### src/rtl/aes_cbc_channel_arbiter.sv
// Packet-granular round-robin arbiter sharing one AES-256-CBC streaming core among N_CH channels.
// A grant is held from the first input beat until the core's output tlast beat is accepted.
module aes_cbc_channel_arbiter #(
    parameter int N_CH         = 4,
    parameter int S_AXIS_WIDTH = 8,
    parameter int M_AXIS_WIDTH = 8
) (
    input  logic                           Clk,
    input  logic                           Rst,
    input  logic [N_CH-1:0]                S_tvalid,
    output logic [N_CH-1:0]                S_tready,
    input  logic [N_CH*S_AXIS_WIDTH-1:0]   S_tdata,
    input  logic [N_CH-1:0]                S_tlast,
    input  logic [N_CH-1:0]                S_tuser,
    output logic                           Core_s_tvalid,
    input  logic                           Core_s_tready,
    output logic [S_AXIS_WIDTH-1:0]        Core_s_tdata,
    output logic                           Core_s_tlast,
    output logic                           Core_s_tuser,
    input  logic                           Core_m_tvalid,
    output logic                           Core_m_tready,
    input  logic [M_AXIS_WIDTH-1:0]        Core_m_tdata,
    input  logic [M_AXIS_WIDTH/8-1:0]      Core_m_tkeep,
    input  logic                           Core_m_tlast,
    output logic [N_CH-1:0]                M_tvalid,
    input  logic [N_CH-1:0]                M_tready,
    output logic [M_AXIS_WIDTH-1:0]        M_tdata,
    output logic [M_AXIS_WIDTH/8-1:0]      M_tkeep,
    output logic                           M_tlast,
    output logic [N_CH-1:0]                Grant,
    output logic                           Busy,
    output logic                           Pkt_done
);

    localparam int CH_W = (N_CH > 1) ? $clog2(N_CH) : 1;
    localparam logic [CH_W-1:0] LAST_CH = CH_W'(N_CH - 1);

    typedef enum logic [2:0] {
        ST_IDLE = 3'b001,
        ST_IN   = 3'b010,
        ST_OUT  = 3'b100
    } state_t;

    state_t          state_q, state_d;
    // The current owner doubles as the round-robin pointer: both change only on IDLE->IN.
    logic [CH_W-1:0] owner_q, owner_d;
    logic [CH_W-1:0] rr_winner;
    logic            in_st, out_st, core_s_last_fire;

    function automatic logic [CH_W-1:0] rr_pick(input logic [N_CH-1:0] req,
                                                 input logic [CH_W-1:0] last);
        logic [CH_W-1:0] pick;
        int              cand;
        pick = last;
        // Walk from farthest to nearest so the first requester after the pointer wins.
        for (int i = N_CH; i >= 1; i--) begin
            cand = int'(last) + i;
            if (cand >= N_CH) cand -= N_CH;
            if (req[CH_W'(cand)]) pick = CH_W'(cand);
        end
        return pick;
    endfunction

    assign rr_winner        = rr_pick(S_tvalid, owner_q);
    assign in_st            = (state_q == ST_IN);
    assign out_st           = (state_q == ST_OUT);
    assign core_s_last_fire = Core_s_tvalid & Core_s_tready & Core_s_tlast;
    assign Busy             = in_st | out_st;
    assign Pkt_done         = out_st & Core_m_tvalid & Core_m_tready & Core_m_tlast;

    always_ff @(posedge Clk) begin
        // NOTE: non-blocking assignments keep every register sampling pre-edge values.
        if (Rst) begin
            state_q <= ST_IDLE;
            owner_q <= LAST_CH;
        end else begin
            state_q <= state_d;
            owner_q <= owner_d;
        end
    end

    always_comb begin
        // NOTE: defaults first so no path through this block can infer a latch.
        state_d = state_q;
        owner_d = owner_q;
        unique case (state_q)
            ST_IDLE: if (|S_tvalid) begin
                state_d = ST_IN;
                owner_d = rr_winner;
            end
            ST_IN:   if (core_s_last_fire) state_d = ST_OUT;
            ST_OUT:  if (Pkt_done) state_d = ST_IDLE;
            default: state_d = ST_IDLE;
        endcase
    end

    always_comb begin
        S_tready      = '0;
        Core_s_tvalid = 1'b0;
        Core_s_tdata  = '0;
        Core_s_tlast  = 1'b0;
        Core_s_tuser  = 1'b0;
        M_tvalid      = '0;
        Core_m_tready = 1'b0;
        M_tdata       = '0;
        M_tkeep       = '0;
        M_tlast       = 1'b0;
        Grant         = '0;
        if (in_st) begin
            Core_s_tvalid     = S_tvalid[owner_q];
            Core_s_tdata      = S_tdata[int'(owner_q)*S_AXIS_WIDTH +: S_AXIS_WIDTH];
            Core_s_tlast      = S_tlast[owner_q];
            Core_s_tuser      = S_tuser[owner_q];
            S_tready[owner_q] = Core_s_tready;
        end
        // The core emits output blocks while still consuming input, so routing is live in both states.
        if (in_st || out_st) begin
            M_tvalid[owner_q] = Core_m_tvalid;
            Core_m_tready     = M_tready[owner_q];
            M_tdata           = Core_m_tdata;
            M_tkeep           = Core_m_tkeep;
            M_tlast           = Core_m_tlast;
            Grant[owner_q]    = 1'b1;
        end
    end

endmodule
### config.mk
export PLATFORM = sky130hd
export DESIGN_NAME = aes_cbc_channel_arbiter
export DESIGN_NICKNAME = d
export VERILOG_FILES = /design/src/rtl/aes_cbc_channel_arbiter.sv
export SDC_FILE = /design/constraint.sdc
export NUM_CORES = 1
export LEC_CHECK = 0
export ABC_AREA = 1
export CAP_MARGIN = 20
export CORE_AREA = 2 2 48 50
export CTS_CLUSTER_SIZE = 10
export DETAILED_ROUTE_END_ITERATION = 16
export DIE_AREA = 0 0 50 52
export DONT_BUFFER_PORTS = 1
export GPL_TIMING_DRIVEN = 0
export PLACE_DENSITY = 0.77
export SETUP_SLACK_MARGIN = 0.02
export SYNTH_ARGS = -nofsm -noshare
export SYNTH_HDL_FRONTEND = slang
export SYNTH_SLANG_ARGS = --single-unit
### constraint.sdc
create_clock -name Clk -period 1.8 [get_ports Clk]
set_input_delay 0.27 -clock Clk [delete_from_list [all_inputs] [get_ports Clk]]
set_output_delay 0.27 -clock Clk [all_outputs]
set_load 0.01 [all_outputs]
==> flow_summary.toml, run 1 <==
[placement]
dpl.hpwl_mm = 2.49
gp_congestion = 0.915
port_buffers = 0
placed_area_um2 = 1130
pre_cts_slack_ps = 137

[sta]
min_period_ps = 1690
min_period_over_period = 0.941
hold_viol = 0
finalSetupViolCount = 0
fin_ws_ps = 105
worstMarginPinSlew_ps = 506
slew_headroom = 0.663
slew_viol_final = 0
finalSetupTns_ps = 0
fmax_mhz = 590
hold-worst-slack_ps = 82.0
skew_ps = 7.99
rsz0062_at_grt = "yes"

[cts]
postCtsSetupRepairBufs = 0
path_clk_slew_ps = 50
h-tree-depth = 1
cts_root_buf = "clkbuf_4"
clockBufferDepth = 2
clk_latency_ps = 240
numCtsBuffers = 3
cts_tree = "yes"
clock-sinks = 5

[drt]
vias_per_cell = 5.13
wirelength_mm = 3.05
postRouteAntennaNets = 0
drtIter0Drc = 32
firstDrtPassIters = 4
dr_total_vias = 1278
route.detailed.drc = 0
wl_per_cell_um = 12.3

[logic_synthesis]
synth_edf_count = 0
async_flop_share = 0
seq_area_frac_synth = 0.0916
synth_top_area_cell = "nor2_1"
synth_top_area_share = 0.213
ys_types = 24
synth_most_common_cell = "nor2_1"
ys_ff_latch = 5
syn_area_um2 = 1090
synth_fp_nets = 284
yosys_warnings = 0
synth-main-ff-cell = "dfxtp_1"
netlist_top_cells_area = "nor2_1 21%, inv_1 14%, nand2_1 11%, dfxtp_1 9.2%, nand3_1 7.8%"
netlist_instances = 218
avgSynthCellArea_um2 = 5.01
synth.top_cells.by_count = "62 x nor2_1, 41 x inv_1, 31 x nand2_1"

[setup_path]
critical_path.top_delay_family = "flip-flops"
cp_data_arrival_time_ps = 1420
reg2reg_depth = 8
critPathMaxStageDelay_ps = 380
path_common_cell = "nor2_1"
crit_path_max_fanout = 10
critPathBufInv = 2
path_depth = 6
crit_path_top_delay_cell = "dfxtp_2"
path_cells = "buf_6, buf_12, nor2_1, nor2_1, o21ai_0, a21oi_1"
worstSetupPathType = "flip-flop to output pin"
cp.required_ps = 1530
cp-end-kind = "output pin"
cp-start-kind = "flip-flop"

[global_route]
grt_pass1_wl_mm = 4.55
grt_pass1_vias = 1085
grt.overflow.total = 0
antenna_found_initial = 0
grt_max_degree = 16
grt.total_usage = 0.224

[flow_run]
max_cap_violations = 0

[power_and_ir_drop]
power_mw = 1.39
power.leakage_nw = 0.647
peakVddDrop_mv = 0.854
powerDensity_nw_per_um2 = 1170

[cells_and_area]
drive_above_1_share = 0.136
final-seq-area_um2 = 101
stdcell_area_um2 = 1190
multi_input_area_um2 = 790
fin_nets = 288
n_fill_cell = 238
area_delta_synth_final_pct = 9.16
diodes = 0

[die]
die-width_um = 50
die_h_um = 52
die_area_um2 = 2600
num_rows = 17
coreArea_um2 = 2110
start_util = 0.519
top_level_ports = 98

[status]
status = "complete, no violations"

[worst_hold_path]
holdCritPathClass = "input port to flip-flop"
hold_path_depth = 1
## worst reg2reg max path: cells and delay by family (launching register included)
kind / cells / cell delay (ps)
adders and majority gates: 1 / 340
DFF: 1 / 520
buffers and inverters: 2 / 220
and+or+nand+nor: 5 / 360
## repair_timing
item,4_1_cts,5_1_grt
gates resized for setup,4,11
pin swaps,0,1
setup endpoints to repair,14,18
hold buffers,0,0
## per-layer routing
layer	wire, um	track usage	up-vias	share of wire
li1	-	-	671	-
met1	1250	0.261	542	0.41
met2	1600	0.423	65	0.52
met3	199	0.0230	0	0.065
met4	0	0.0741	0	0
met5	0	0	-	0
## worst paths after layout
path              startpoint            to  slack, ps
hold / removal           Rst    state_q[1]         80
hold reg to reg   state_q[1]    state_q[0]        650
setup / recovery  owner_q[0]  Core_s_tuser        110
setup reg to reg  owner_q[1]    owner_q[0]        240
## logic make-up (layout without fill, tap and decap cells)
logic type | count (synthesis) | count (layout) | share of synthesized area
simple gates | 122 | 122 | 0.487
flops | 5 | 5 | 0.0916
fa+ha+maj | 4 | 4 | 0.0458
buf+inv | 53 | 56 | 0.213
compound gates | 34 | 34 | 0.163
## power by group
group	internal (mW)	switching [mW]
clock	0.0838	0.0456
sequential	0.141	0.0479
combinational	0.385	0.688
## flip-flops by register name (all words and copies together) (netlist names)
name,cells
owner_q,2
state_q,3
## per-stage QoR
stage / instances / util
floorplan: 218 / -
global placement: 246 / 0.535
detailed placement: 246 / 0.535
CTS: 249 / 0.554
global route: 249 / 0.566
finish: 249 / 0.566
## final cells by class
class	count	area share
sequential	5	0.0850
buffer	9	0.0619
multi-input combinational	160	0.662
tap	28	0.0294
inverter	43	0.140
clock buffer	4	0.0220
## placed cells by master (no fill, tap or decap)
cell type   n
nor2_1     61
inv_1      41
nand2_1    31
nand3_1    17
o21ai_0    16
a21oi_1    12
nor3_2      5
clkbuf_4    4
ha_1        4
dfxtp_1     4
buf_2       3
a21oi_2     3
nand3_2     2
inv_4       2
buf_6       2
clkbuf_1    2
o21ai_1     2
nand2_2     2
clkbuf_2    1
buf_12      1
nor2_2      1
nand2_4     1
nand3_4     1
nand4_1     1
o21ai_2     1
dfxtp_2     1
Note: power is estimated with default switching activity, not from simulation.
==> inputs of run 2 (changes only) <==
--- a/config.mk
+++ b/config.mk
@@ -8,6 +8,7 @@
 export ABC_AREA = 1
 export CAP_MARGIN = 20
 export CORE_AREA = 2 2 48 50
+export CTS_BUF_LIST = sky130_fd_sc_hd__clkbuf_8
 export CTS_CLUSTER_SIZE = 10
 export DETAILED_ROUTE_END_ITERATION = 16
 export DIE_AREA = 0 0 50 52
==> constraint.sdc (replaced) <==
create_clock -name Clk -period 2.05 [get_ports Clk]
set_input_delay 0.3075 -clock Clk [delete_from_list [all_inputs] [get_ports Clk]]
set_output_delay 0.3075 -clock Clk [all_outputs]
set_load 0.01 [all_outputs]
==> flow_summary.toml, run 2 (synthesized netlist as in run 1, its figures left out) <==
[global_route]
grt_max_degree = 12
antenna_found_initial = 0
grt_pass1_wl_mm = 4.56
grt.total_usage = 0.225
grt_pass1_vias = 1087
grt.overflow.total = 0

[sta]
finalSetupViolCount = 0
finalSetupTns_ps = 0
fmax_mhz = 521
slew_headroom = 0.695
rsz0062_at_grt = "no"
worstMarginPinSlew_ps = 457
min_period_over_period = 0.935
min_period_ps = 1920
skew_ps = 0.648
hold_viol = 0
slew_viol_final = 0

[setup_path]
critPathMaxStageDelay_ps = 390
cp-start-kind = "flip-flop"
crit_path_top_delay_cell = "dfxtp_1"
path_cells = "inv_2, buf_2, ha_1, inv_1, nor3_1"
worstSetupPathType = "flip-flop to output pin"
crit_path_max_fanout = 11
cp.required_ps = 1740
cp_data_arrival_time_ps = 1610
cp-end-kind = "output pin"

[power_and_ir_drop]
peakVddDrop_mv = 0.671
powerDensity_nw_per_um2 = 1060
power_mw = 1.25
power.leakage_nw = 0.657

[cells_and_area]
fin_nets = 289
reg_top3 = "state_q (3), owner_q (2)"
diodes = 0
largest_reg_flops = 3
layout_common_cells = "62 x nor2_1, 42 x inv_1, 31 x nand2_1, 17 x nand3_1, 16 x o21ai_0"
final_common_cell = "nor2_1"
drive_above_1_share = 0.0991
final-seq-area_um2 = 100
largest_register = "state_q"
multi_input_area_um2 = 759
n_fill_cell = 240
area_delta_synth_final_pct = 7.33

[placement]
gp_congestion = 0.915
dpl.hpwl_mm = 2.49
port_buffers = 0

[cts]
path_clk_slew_ps = 30
clockBufferDepth = 2
cts_resized = 0
clock-sinks = 5
cts_tree = "yes"
postCtsSetupRepairBufs = 0
clk_latency_ps = 220
h-tree-depth = 1
cts_root_buf = "clkbuf_8"
ctsHoldBuffers = 0
numCtsBuffers = 3

[drt]
route.detailed.drc = 0
postRouteAntennaNets = 0
wirelength_mm = 3.01
vias_per_cell = 5.10
dr_total_vias = 1274
firstDrtPassIters = 4
wl_per_cell_um = 12.0
drtIter0Drc = 56

[die]
num_rows = 17
coreArea_um2 = 2110
die_area_um2 = 2600
die_h_um = 52
top_level_ports = 98
start_util = 0.519
die-width_um = 50

[status]
status = "complete, no violations"

[flow_run]
max_cap_violations = 0

[worst_hold_path]
holdCritPathClass = "input port to flip-flop"
## run 2: changes by cell type in the layout (fill, tap and decap cells not counted), sizes merged
cell | previous run | this run
inv | 43 | 44
buf | 6 | 8
clkbuf | 7 | 5
## run 2: critical path: cells and delay by family (launching register included)
kind | cells | cell delay, ps
adders and majority gates | 1 | 180
and+or+nand+nor | 1 | 340
DFF | 1 | 390
buffers and inverters | 3 | 490
## run 2: layout make-up
class | instances | share of cell area
clock inverters | 1 | 0.00320
clock buffers | 3 | 0.0352
inverters | 43 | 0.138
plain buffers | 10 | 0.0608
well taps | 28 | 0.0299
flip-flops and latches | 5 | 0.0854
multi-input cells | 160 | 0.648
## run 2: worst paths after layout
path	to	cells past startpoint	from	slack, ps
min reg2reg	state_q[0]	3	state_q[1]	640
max reg2reg	owner_q[0]	9	owner_q[1]	370
max	M_tvalid[0]	5	owner_q[1]	130
min	state_q[1]	1	Rst	150
## run 2: routing by layer
metal | vias up | global-route usage | wire length (um)
li1 | 674 | - | -
met1 | 541 | 0.266 | 1280
met2 | 59 | 0.419 | 1530
met3 | 0 | 0.0230 | 189
met4 | 0 | 0.0741 | 0
met5 | - | 0 | 0
## run 2: metrics by stage
step / cell area, um2 / cells / setup WS (ps) / util / hold WS [ps]
after floorplan: 1090 / 218 / 580 / - / 370
after global placement: 1130 / 246 / 385 / 0.535 / 371
after detailed placement: 1130 / 246 / 371 / 0.535 / 373
after CTS: 1170 / 250 / 132 / 0.557 / 145
after global routing: 1170 / 250 / 29.1 / 0.557 / 142
final: 1170 / 250 / 132 / 0.557 / 148
## run 2: where the power goes
part	switching, mW	leakage (nW)	internal [mW]	total (mW)
logic	0.589	0.589	0.327	0.916
registers	0.0352	0.0414	0.122	0.157
clock network	0.0442	0.0269	0.128	0.172
total	0.669	0.657	0.577	1.25
==> patch 1, RTL diff (flow settings as in run 1) <==
Reset style: asynchronous (`Rst`), changed in one clocked block.
--- a/src/rtl/aes_cbc_channel_arbiter.sv
+++ b/src/rtl/aes_cbc_channel_arbiter.sv
@@ -68,7 +68,7 @@
     assign Busy             = in_st | out_st;
     assign Pkt_done         = out_st & Core_m_tvalid & Core_m_tready & Core_m_tlast;
 
-    always_ff @(posedge Clk) begin
+    always_ff @(posedge Clk or posedge Rst) begin
         // NOTE: non-blocking assignments keep every register sampling pre-edge values.
         if (Rst) begin
             state_q <= ST_IDLE;
Behaviour: differs if Rst is asserted again (counterexample within 4 cycles, from zero or initial values and one cycle with Rst high); with Rst held inactive, the same outputs for 10 cycles.
==> patch 1 against run 1 <==
  * Final cell count rose by 2.8%
  * Cell area is 11% higher
  * Clock skew is 0.0043 ns lower
  * Fmax is 4.0% lower
  * Wire length increased by 3.3%
  * Power rose by 65%
  * Setup slack got worse by 0.071 ns
  * First-iteration DRC count down 25%
  * Area after synthesis is 2.9% lower
  * Sequential cell count unchanged
==> patch 1: results (changes against run 1) <==
| Metric | Value |
|---|---|
| Design Power | 2.29 mW (+65%) |
| Largest clock skew in the final design | 0.00371 ns (-0.00428 ns) |
| CP Capture Point | Grant[0] |
| HP Start | Core_s_tready |
| CP peak stage delay | 0.57 ns (+0.19 ns) |
| GR met3 Demand/Resource | 0.0172 (-0.00575) |
| Share of synthesized registers carrying an async set or reset | 1.00 (+1.00) |
| Length of routed wiring on met1 | 1.23 mm (-1.4%) |
| Post-DR vias/cell | 5.07 (-1.2%) |
| #MultiIn Comb | 159 (-0.63%) |
| Number of resized instances in the post-cts repair step | 20 (+16) |
| Standard cell with the maximum stage delay on the critical path | sky130_fd_sc_hd__dfstp_2 |
| Number of inserted filler cells in the final layout | 203 (-15%) |
| Share of cell area taken by multi-input logic gates | 0.616 (-0.0460) |
| Number of hold buffers added after CTS | 1 (+1) |
| Number of non-clock inverters in the layout | 39 (-9.3%) |
| Number of design-rule violations left by the first detailed-router iteration | 24 (-25%) |
| WHS Endpoint | state_q[2]$_DFFE_PP0P_ |
| Unique cell type count in the Yosys netlist | 23 (-4.2%) |
| Result of the run | completed |
| Global-route met2 utilization | 0.461 (+0.0373) |
| Synthesized-area fraction occupied by ao, oa, aoi and oai cells | 0.166 (+0.00362) |
| Buffers inserted by post-CTS timing repair | 9 (+9) |
| Number of cells in the design after placement | 240 (-2.4%) |
| Worst reg2reg path depth | 9 (+1) |
| Buffers, non-clock | 21 (+12) |
| Sequential cell area share | 0.0976 (+0.0126) |
| Total global-route track usage | 0.238 (+0.0140) |
| Placer Congestion | 0.825 (-9.9%) |
| Non-clock buffering overhead | 0.129 (+0.0670) |
==> patch 1: cell types whose count changed in the layout (fill, tap and decap cells not counted), moves of 3 or more <==
| cell | run 1 | this run |
|---|---|---|
| sky130_fd_sc_hd__o21ai_1 | 2 | 17 |
| sky130_fd_sc_hd__inv_1 | 41 | 35 |
| sky130_fd_sc_hd__o21ai_0 | 16 | 3 |
| sky130_fd_sc_hd__buf_4 | 0 | 14 |
| sky130_fd_sc_hd__dfxtp_1 | 4 | 0 |
| sky130_fd_sc_hd__nand2_1 | 31 | 41 |
| sky130_fd_sc_hd__a21oi_2 | 3 | 9 |
| sky130_fd_sc_hd__nor2_4 | 0 | 4 |
| sky130_fd_sc_hd__nand3_1 | 17 | 9 |
| sky130_fd_sc_hd__nor2_1 | 61 | 57 |
| sky130_fd_sc_hd__o21ai_2 | 1 | 4 |
| sky130_fd_sc_hd__a21oi_1 | 12 | 0 |
| sky130_fd_sc_hd__dfstp_2 | 0 | 3 |
| sky130_fd_sc_hd__inv_2 | 0 | 4 |
==> patch 2, RTL diff (settings of run 1) <==
Made on the original files. `M_AXIS_WIDTH`: 8 -> 10.
--- a/src/rtl/aes_cbc_channel_arbiter.sv
+++ b/src/rtl/aes_cbc_channel_arbiter.sv
@@ -3,7 +3,7 @@
 module aes_cbc_channel_arbiter #(
     parameter int N_CH         = 4,
     parameter int S_AXIS_WIDTH = 8,
-    parameter int M_AXIS_WIDTH = 8
+    parameter int M_AXIS_WIDTH = 10
 ) (
     input  logic                           Clk,
     input  logic                           Rst,
Ports: changed (resized Core_m_tdata and M_tdata); port bits go from 98 to 102. The function was not compared with the original's and may differ.
==> patch 2 against run 1 <==
  * Sequential cell count is the same
  * Highest routed layer is now met4
  * Setup slack got worse by 0.022 ns
  * Via count rose by 3.0%
  * Power rose by 1.7%
  * Global-route usage increased by 0.16 points
  * Critical path type unchanged
  * Area after synthesis down 0.23%
  * Cell area up 2.7%
  * Sequential share of layout area fell by 0.12 points
  * Count of clock-buffer cells in the layout did not move
  * Hold slack improved by 0.012 ns
  * Wire length increased by 2.0%
==> patch 2: results (changes against run 1) <==
| Metric | Value |
|---|---|
| Leakage power summed over all cells | 0.654 nW (+1.2%) |
| Length of routed met3 wiring | 240 um (+21%) |
| Post-route insts no fill | 251 (+0.80%) |
| Number of inserted filler cells in the final layout | 222 (-6.7%) |
| Number of detailed-route iterations in the first pass | 5 (+1) |
| Routed wl met2 | 1.50 mm (-6.4%) |
| Mean area per synthesized cell | 4.98 um^2 (-0.68%) |
| Worst reg2reg path depth | 9 (+1) |
| Total global-route track usage | 0.226 (+0.00156) |
| Slew at the pin closest to its max-slew limit | 0.599 ns (+0.0933 ns) |
| Number of design-rule violations left by the first detailed-router iteration | 29 (-9.4%) |
| Largest clock skew in the final design | 0.00189 ns (-0.00610 ns) |
| Avg WL per Cell | 12.4 um (+1.2%) |
| Part of the Yosys area used for sequential elements | 0.0918 (+0.000210) |
| Final HPWL from detailed placement | 2.58 mm (+3.7%) |
| Peak supply drop | 0.809 mV (-5.3%) |
| Synth top area cells | sky130_fd_sc_hd__nor2_1 (22%), sky130_fd_sc_hd__inv_1 (14%), sky130_fd_sc_hd__nand2_1 (11%) |
| Net Sw Frac | 0.565 (+0.00283) |
| Result of the run | completed |
| Met1 Resource Use GR | 0.296 (+0.0355) |
| Area of combinational cells with multiple inputs | 823 um^2 (+4.3%) |
| Syn_nets | 287 (+1.1%) |
| Placement Cell Area | 1120 um^2 (-0.22%) |
| Top layer used by detailed routing | met4 |
| Largest net degree at the start of global routing | 12 (-4) |
| Crit path arrival time | 1.45 ns (+0.03 ns) |
| Post-DR vias/cell | 5.24 (+2.2%) |
==> patch 2: changes by cell type after synthesis <==
cell | before | now
sky130_fd_sc_hd__inv_1 | 41 | 40
sky130_fd_sc_hd__o21ai_1 | 2 | 6
sky130_fd_sc_hd__buf_12 | 1 | 0
sky130_fd_sc_hd__buf_8 | 0 | 1
sky130_fd_sc_hd__a21oi_1 | 14 | 13
sky130_fd_sc_hd__nand3_1 | 17 | 14
sky130_fd_sc_hd__nor3_1 | 4 | 5
sky130_fd_sc_hd__o21ai_0 | 16 | 14
sky130_fd_sc_hd__nand2_1 | 31 | 32
sky130_fd_sc_hd__nor2_1 | 62 | 64
==> patch 2: power groups by stage <==
stage	registers [mW]	clock network, mW	logic (mW)
2_1_floorplan	0.171	0	0.854
3_3_place_gp	0.180	0	1.01
3_5_place_dp	0.180	0	1.02
4_1_cts	0.178	0.127	1.04
5_1_grt	0.191	0.135	1.24
6_report	0.187	0.122	1.11
==> patch 2: worst max path at each step <==
| stage | slack [ns] | cells after the start | end | startpoint |
|---|---|---|---|---|
| 2_1_floorplan | 0.35 | 9 | owner_q[0]$_SDFFE_PP1P_ | owner_q[1]$_SDFFE_PP1P_ |
| 3_3_place_gp | 0.13 | 5 | M_tvalid[1] | owner_q[1]$_SDFFE_PP1P_ |
| 3_5_place_dp | 0.15 | 5 | M_tvalid[1] | owner_q[1]$_SDFFE_PP1P_ |
| 4_1_cts | 0.01 | 5 | M_tvalid[1] | owner_q[1]$_SDFFE_PP1P_ |
| 5_1_grt | -0.01 | 4 | Core_s_tvalid | state_q[0]$_SDFFE_PP1P_ |
| 6_report | 0.08 | 4 | Core_s_tvalid | state_q[0]$_SDFFE_PP1P_ |
==> patch 2: logic make-up (layout without fill, tap and decap cells) <==
kind of cell | count (synthesis) | in the layout | share of synthesized area
AND/OR/NAND/NOR | 123 | 123 | 0.489
AO/OA/AOI/OAI | 35 | 35 | 0.168
adder cells (fa/ha/maj) | 4 | 4 | 0.0459
flip-flops | 5 | 5 | 0.0919
buffers and inverters | 52 | 56 | 0.206
==> patch 2: what timing repair did <==
| action | CTS | global route |
|---|---|---|
| setup buffers | 0 | 0 |
| resized for setup | 5 | 18 |
| endpoints found under the setup margin | 7 | 24 |
| pin swaps | 0 | 2 |
==> patch 2: critical path, cell delays in order, from the launching register on <==
cell                       delay [ns]
sky130_fd_sc_hd__dfxtp_1         0.29
sky130_fd_sc_hd__inv_1           0.11
sky130_fd_sc_hd__nand3_2         0.15
sky130_fd_sc_hd__clkbuf_1        0.31
sky130_fd_sc_hd__a21oi_1         0.35
==> patch 2: final cells by class <==
type,instances,area share
clock buffer,4,0.0215
multi-input combinational,162,0.672
buffer,10,0.0633
inverter,42,0.131
tap,28,0.0286
sequential,5,0.0838
